<file path="config.mk">
export PLATFORM = sky130hd
export DESIGN_NAME = alu_arbiter
export DESIGN_NICKNAME = d
export VERILOG_FILES = /design/src/rtl/alu_arb_pkg.sv /design/src/rtl/alu_rr_arbiter.sv /design/src/rtl/alu_arbiter.sv
export SDC_FILE = /design/constraint.sdc
export NUM_CORES = 1
export LEC_CHECK = 0
export BUFFER_PORTS_ARGS = -buffer_cell sky130_fd_sc_hd__buf_2
export CELL_PAD_IN_SITES_DETAIL_PLACEMENT = 0
export CELL_PAD_IN_SITES_GLOBAL_PLACEMENT = 1
export CORE_MARGIN = 2
export CORE_UTILIZATION = 28
export DETAILED_ROUTE_END_ITERATION = 7
export PLACE_DENSITY_LB_ADDON = 0.1
export SYNTH_ARGS = -nofsm -noshare
export SYNTH_HDL_FRONTEND = slang
export SYNTH_HIERARCHICAL = 1
export SYNTH_SLANG_ARGS = --single-unit
export TNS_END_PERCENT = 10
</file>
<file path="constraint.sdc">
create_clock -name clk -period 2.6 [get_ports clk]
set_clock_uncertainty 0.1 [all_clocks]
set_input_delay 0.52 -clock clk [delete_from_list [all_inputs] [get_ports clk]]
set_output_delay 0.52 -clock clk [all_outputs]
set_load 0.02 [all_outputs]
</file>
<file path="src/rtl/alu_arb_pkg.sv">
// Shared types and constants for the ALU arbiter slice (alu_arbiter, alu_rr_arbiter).
package alu_arb_pkg;

  typedef enum logic [1:0] {
    IDLE  = 2'd0,
    ISSUE = 2'd1,
    WAIT  = 2'd2,
    RESP  = 2'd3
  } arb_state_e;

  typedef struct packed {
    logic err;
    logic oflow;
    logic cout;
    logic g;
    logic l;
    logic e;
  } alu_flags_t;

  localparam int CMD_MUL_INC = 9;
  localparam int CMD_MUL_SHL = 10;

endpackage

</file>
<file path="src/rtl/alu_rr_arbiter.sv">
// One-hot grant over NUM_REQ requesters. ALU_ARB_RR_EN selects round-robin
// (rotating pointer); otherwise fixed priority, lowest index first.
module alu_rr_arbiter #(
  parameter int NUM_REQ = 4
) (
  input  logic                       clk,
  input  logic                       rst,
  input  logic [NUM_REQ-1:0]         req_i,
  input  logic                       adv_i,
  output logic [NUM_REQ-1:0]         gnt_o,
  output logic [$clog2(NUM_REQ)-1:0] gnt_idx_o
);

  localparam int IDX_W = $clog2(NUM_REQ);

`ifdef ALU_ARB_RR_EN
  logic [IDX_W-1:0] ptr_q;
  logic             found;
  int               j;

  always_comb begin
    gnt_o     = '0;
    gnt_idx_o = '0;
    found     = 1'b0;
    j         = 0;
    for (int k = 0; k < NUM_REQ; k++) begin
      j = (int'(ptr_q) + k) % NUM_REQ;
      if (!found && req_i[IDX_W'(j)]) begin
        found            = 1'b1;
        gnt_idx_o        = IDX_W'(j);
        gnt_o[IDX_W'(j)] = 1'b1;
      end
    end
  end

  // Pointer moves just past the winner so it has lowest priority next time.
  always_ff @(posedge clk) begin
    if (rst)
      ptr_q <= '0;
    else if (adv_i)
      ptr_q <= (int'(gnt_idx_o) == NUM_REQ-1) ? '0 : gnt_idx_o + IDX_W'(1);
  end
`else
  logic unused_fixed;
  assign unused_fixed = ^{clk, rst, adv_i};

  always_comb begin
    gnt_o     = '0;
    gnt_idx_o = '0;
    for (int k = NUM_REQ-1; k >= 0; k--)
      if (req_i[IDX_W'(k)]) gnt_idx_o = IDX_W'(k);
    if (|req_i) gnt_o[gnt_idx_o] = 1'b1;
  end
`endif

endmodule

</file>
<file path="src/rtl/alu_arbiter.sv">
// Shares one ALU among NUM_REQ requesters: grant, issue with clock-enable for the
// command latency, capture result, return it on a valid/ready channel. Macro: ALU_ARB_RR_EN.
module alu_arbiter
  import alu_arb_pkg::*;
#(
  parameter int NUM_REQ = 4,
  parameter int WIDTH   = 8,
  parameter int CMD_W   = 4,
  parameter int ALU_LAT = 1,
  parameter int MUL_LAT = 2
) (
  input  logic                       clk,
  input  logic                       rst,
  input  logic [NUM_REQ-1:0]         req_valid,
  output logic [NUM_REQ-1:0]         req_ready,
  input  logic [NUM_REQ*WIDTH-1:0]   req_opa,
  input  logic [NUM_REQ*WIDTH-1:0]   req_opb,
  input  logic [NUM_REQ*CMD_W-1:0]   req_cmd,
  input  logic [NUM_REQ-1:0]         req_mode,
  input  logic [NUM_REQ-1:0]         req_cin,
  input  logic [NUM_REQ*2-1:0]       req_inp_valid,
  output logic                       rsp_valid,
  input  logic                       rsp_ready,
  output logic [$clog2(NUM_REQ)-1:0] rsp_id,
  output logic [2*WIDTH-1:0]         rsp_res,
  output logic [5:0]                 rsp_flags,
  output logic [WIDTH-1:0]           alu_opa,
  output logic [WIDTH-1:0]           alu_opb,
  output logic [CMD_W-1:0]           alu_cmd,
  output logic                       alu_mode,
  output logic                       alu_cin,
  output logic                       alu_ce,
  output logic [1:0]                 alu_inp_valid,
  input  logic [2*WIDTH-1:0]         alu_res,
  input  logic                       alu_err,
  input  logic                       alu_oflow,
  input  logic                       alu_cout,
  input  logic                       alu_g,
  input  logic                       alu_l,
  input  logic                       alu_e
);

  localparam int IDX_W   = $clog2(NUM_REQ);
  localparam int MAX_LAT = (ALU_LAT > MUL_LAT) ? ALU_LAT : MUL_LAT;
  localparam int CNT_W   = $clog2(MAX_LAT + 1);

  arb_state_e           state_q;
  logic [CNT_W-1:0]     cnt_q, lat_d;
  logic [WIDTH-1:0]     opa_q, opb_q;
  logic [CMD_W-1:0]     cmd_q;
  logic                 mode_q, cin_q, ce_q, rsp_valid_q;
  logic [1:0]           iv_q;
  logic [IDX_W-1:0]     id_q;
  logic [2*WIDTH-1:0]   res_q;
  alu_flags_t           flags_q;

  logic [NUM_REQ-1:0]   gnt;
  logic [IDX_W-1:0]     gnt_idx;
  logic                 accept;
  logic [WIDTH-1:0]     sel_opa, sel_opb;
  logic [CMD_W-1:0]     sel_cmd;
  logic                 sel_mode, sel_cin;
  logic [1:0]           sel_iv;

  assign accept = (state_q == IDLE) && (|req_valid) && !rst;

  alu_rr_arbiter #(.NUM_REQ(NUM_REQ)) u_arb (
    .clk       (clk),
    .rst       (rst),
    .req_i     (req_valid),
    .adv_i     (accept),
    .gnt_o     (gnt),
    .gnt_idx_o (gnt_idx)
  );

  assign req_ready = accept ? gnt : '0;

  // One-hot payload mux from the grant vector.
  always_comb begin
    sel_opa  = '0;
    sel_opb  = '0;
    sel_cmd  = '0;
    sel_mode = 1'b0;
    sel_cin  = 1'b0;
    sel_iv   = '0;
    for (int k = 0; k < NUM_REQ; k++) begin
      if (gnt[k]) begin
        sel_opa  = req_opa[k*WIDTH +: WIDTH];
        sel_opb  = req_opb[k*WIDTH +: WIDTH];
        sel_cmd  = req_cmd[k*CMD_W +: CMD_W];
        sel_mode = req_mode[k];
        sel_cin  = req_cin[k];
        sel_iv   = req_inp_valid[k*2 +: 2];
      end
    end
  end

  assign lat_d = (sel_mode && (sel_cmd == CMD_W'(CMD_MUL_INC) || sel_cmd == CMD_W'(CMD_MUL_SHL)))
               ? CNT_W'(MUL_LAT) : CNT_W'(ALU_LAT);

  always_ff @(posedge clk) begin
    if (rst) begin
      state_q     <= IDLE;
      cnt_q       <= '0;
      opa_q       <= '0;
      opb_q       <= '0;
      cmd_q       <= '0;
      mode_q      <= 1'b0;
      cin_q       <= 1'b0;
      iv_q        <= '0;
      ce_q        <= 1'b0;
      rsp_valid_q <= 1'b0;
      id_q        <= '0;
      res_q       <= '0;
      flags_q     <= '0;
    end else begin
      case (state_q)
        IDLE: if (accept) begin
          opa_q   <= sel_opa;
          opb_q   <= sel_opb;
          cmd_q   <= sel_cmd;
          mode_q  <= sel_mode;
          cin_q   <= sel_cin;
          iv_q    <= sel_iv;
          id_q    <= gnt_idx;
          cnt_q   <= lat_d;
          ce_q    <= 1'b1;
          state_q <= ISSUE;
        end
        ISSUE: state_q <= WAIT;
        // Counter at 1 means the ALU result is valid in this cycle.
        WAIT: if (cnt_q == CNT_W'(1)) begin
          res_q       <= alu_res;
          flags_q     <= {alu_err, alu_oflow, alu_cout, alu_g, alu_l, alu_e};
          ce_q        <= 1'b0;
          rsp_valid_q <= 1'b1;
          state_q     <= RESP;
        end else begin
          cnt_q <= cnt_q - CNT_W'(1);
        end
        RESP: if (rsp_ready) begin
          rsp_valid_q <= 1'b0;
          state_q     <= IDLE;
        end
        default: state_q <= IDLE;
      endcase
    end
  end

  assign rsp_valid     = rsp_valid_q;
  assign rsp_id        = id_q;
  assign rsp_res       = res_q;
  assign rsp_flags     = flags_q;
  assign alu_opa       = opa_q;
  assign alu_opb       = opb_q;
  assign alu_cmd       = cmd_q;
  assign alu_mode      = mode_q;
  assign alu_cin       = cin_q;
  assign alu_inp_valid = iv_q;
  assign alu_ce        = ce_q;

endmodule

</file>
==> impl_metrics.yaml <==
synth:
  synth.largest_area_cell: "dfxtp_1"
  yosysWarningCount: 6
  yosys.cell_count.top_type: "nand2_1"
  ys_ff_latch: 54
  synth_cell_type_count: 32
  ys_seq_area_share_pct: 39.0
  synth.top_cell.area_share_pct: 39.0
  syn_area_mm2: 0.00278
  syn_avg_cell_area_um2: 7.56
  ys.flop_type: "dfxtp_1"
  synth_commonest_cells: "nand2_1 (66), dfxtp_1 (54), a21oi_1 (43)"
  synth_edf_count: 0
  async_flop_share_pct: 0
  synthTopCellsByArea: "dfxtp_1 (39%), nand2_1 (8.9%), a21oi_1 (7.8%), nor3_1 (6.7%), a221oi_1 (5.4%)"
  synthCells: 367
layout:
  layout.nets: 660
  fillers: 1078
  antennaDiodeCount: 0
  drive_above_1_share_pct: 38.1
  area_growth_pct: 39.6
  final_area_mm2: 0.00387
placement:
  portBuffers: 176
  placed_area_mm2: 0.00379
  gp_congestion: 0.814
  place_ws_ns: -0.0250
  hpwl_um: 7130
timing:
  finalSetupViolCount: 0
  finalMaxSlewViolations: 0
  tns_ns: 0
  hold_viol: 0
  rsz0062_at_grt: "no"
  fmax_mhz: 410
  final.setup.worst_slack_ns: 0.161
  min_period_over_period_pct: 93.8
  slew-limit-headroom_pct: 56.9
  fin_crit_ns: 2.44
  worst_pin_slew_ns: 0.642
grt:
  grt_pass1_wl_um: 14900
  grt_start_max_net_pins: 42
  grt_usage_pct: 16.9
  antenna_found_initial: 0
  overflow: 0
  grt_pass1_vias: 3047
die:
  start_util_pct: 28.7
  boundaryPins: 179
  core_area_mm2: 0.00968
  rows: 36
  die_w_um: 104
  dieArea_mm2: 0.0107
  dieHeight_um: 104
drt:
  dr.pass1.iters: 4
  routed_wirelength_um: 9310
  routedWlPerCell_um: 14.0
  vias_per_cell: 4.74
  route.detailed.drc: 0
  num_vias: 3143
  first_iter_violations: 105
  drtAntennaViolNets: 0
critical_path:
  crit_required_ns: 1.98
  crit_path_max_fanout: 6
  critPathBufInv: 2
  cp.arrival_ns: 1.82
  critPathMaxStageDelay_ns: 0.33
  critPathCaptureType: "output pin"
  critical_path.cell_chain: "inv_1 -> ha_1 -> o41ai_4 -> nor2_1 -> and2_1 -> buf_2"
  startpoint_type: "flop"
  critPathSlowestCell: "dfxtp_1"
  crit_type: "reg -> out"
  crit_family: "simple AND/OR/NAND/NOR gates"
clock_network:
  postCtsHoldBufs: 0
  htree_levels: 2
  cts_buffers: 5
  cts_sinks: 54
  insertion_delay_ns: 0.30
  cts_setup_buffers: 0
  cts.reportedPaths.clkPinSlew_ns: 0.10
  cts_buffer_depth: 2
  cts-resized-gates: 0
  clk_root_buffer_cell: "clkbuf_8"
  cts_tree: "built"
status:
  status: "completed"
power:
  power.density_mw_per_mm2: 784
  vdd_drop_max_mv: 0.291
  power_leakage_nw: 1.76
hold_path:
  hold_path.class: "in -> reg"
job:
  cap_violations: 0
==> logic make-up after synthesis <==
family | Yosys count | share of synthesized area [%]
AOI/OAI and AO/OA | 102 | 24.7
xor gates and xnor gates | 1 | 0.316
adders and majority gates | 5 | 2.25
buffers and inverters | 41 | 6.54
DFF | 54 | 39.0
muxes | 2 | 0.721
other | 1 | 0.135
and+or+nand+nor | 161 | 26.4
==> area by class of cell <==
type / instances / area, um^2 / area share, %
clock buffer: 5 / 68.8 / 1.78
clock inverter: 2 / 15.0 / 0.387
inverter: 7 / 26.3 / 0.678
multi-input combinational: 274 / 1530 / 39.6
sequential: 54 / 1080 / 27.9
tap: 133 / 166 / 4.29
timing repair buffer: 188 / 983 / 25.4
==> final timing paths <==
kind	startpoint	cells past startpoint	slack, ns	end
setup reg to reg	state_q[1]	8	0.58	state_q[1]
setup / recovery	state_q[0]	6	0.16	req_ready[0]
hold / removal	alu_cout	3	0.33	rsp_flags[3]
hold reg to reg	rsp_flags[4]	2	0.35	rsp_flags[4]
==> per-stage QoR <==
step | power [mW] | hold WS [ns] | std cells | util (%)
after floorplan | 2.07 | 0.418 | 369 | -
after global placement | 2.59 | 0.339 | 656 | 39.1
after detailed placement | 2.60 | 0.344 | 656 | 39.1
after CTS | 3.09 | 0.321 | 663 | 40.0
after global routing | 3.27 | 0.329 | 663 | 40.0
final | 3.04 | 0.333 | 663 | 40.0
==> worst register-to-register path: cells and delay by family, from the launching register on <==
kind	cells	cell delay (ns)
buffers and inverters	2	0.49
adders and majority gates	1	0.28
muxes	1	0.23
and+or+nand+nor	1	0.05
AOI/OAI and AO/OA	3	0.37
DFF	1	0.39
==> layer usage <==
layer  global-route usage [%]  up-vias  share of wire [%]
li1                         -     1608                  -
met1                     20.0     1425                 44
met2                     30.1       98                 48
met3                     4.66       12                5.9
met4                     4.54        0                1.7
met5                        0        -                  0
==> report_power, final <==
part	total, mW	internal, mW	switching (mW)
combinational	1.41	0.531	0.883
clock	0.466	0.185	0.282
sequential	1.16	1.04	0.113
==> cells in the final DEF, fill, tap and decap left out, drive strengths merged <==
master	netlist	final
conb	1	3
nor2	31	31
a211oi	18	18
mux2i	2	2
a311oi	1	1
o21ai	8	8
o221a	1	1
or4	1	1
nor3	37	37
nor2b	18	18
o41ai	1	1
o221ai	1	1
o41a	1	1
xnor2	1	1
clkinvlp	0	2
a21oi	44	44
dfxtp	54	54
ha	5	5
and2	4	4
clkbuf	28	5
nand2	66	66
a22oi	5	5
nand2b	2	2
o22ai	5	5
nand3b	2	2
buf	6	188
inv	7	7
a221oi	17	17
==> registers in the layout, indices dropped and copies added (netlist names), 2 cells and up <==
signal and cells:
alu_opa 8, rsp_id 2, alu_inp_valid 2, rsp_res 16
alu_opb 8, cnt_q 2, alu_cmd 4, state_q 2
rsp_flags 6
(Power assumes the default switching activity.)
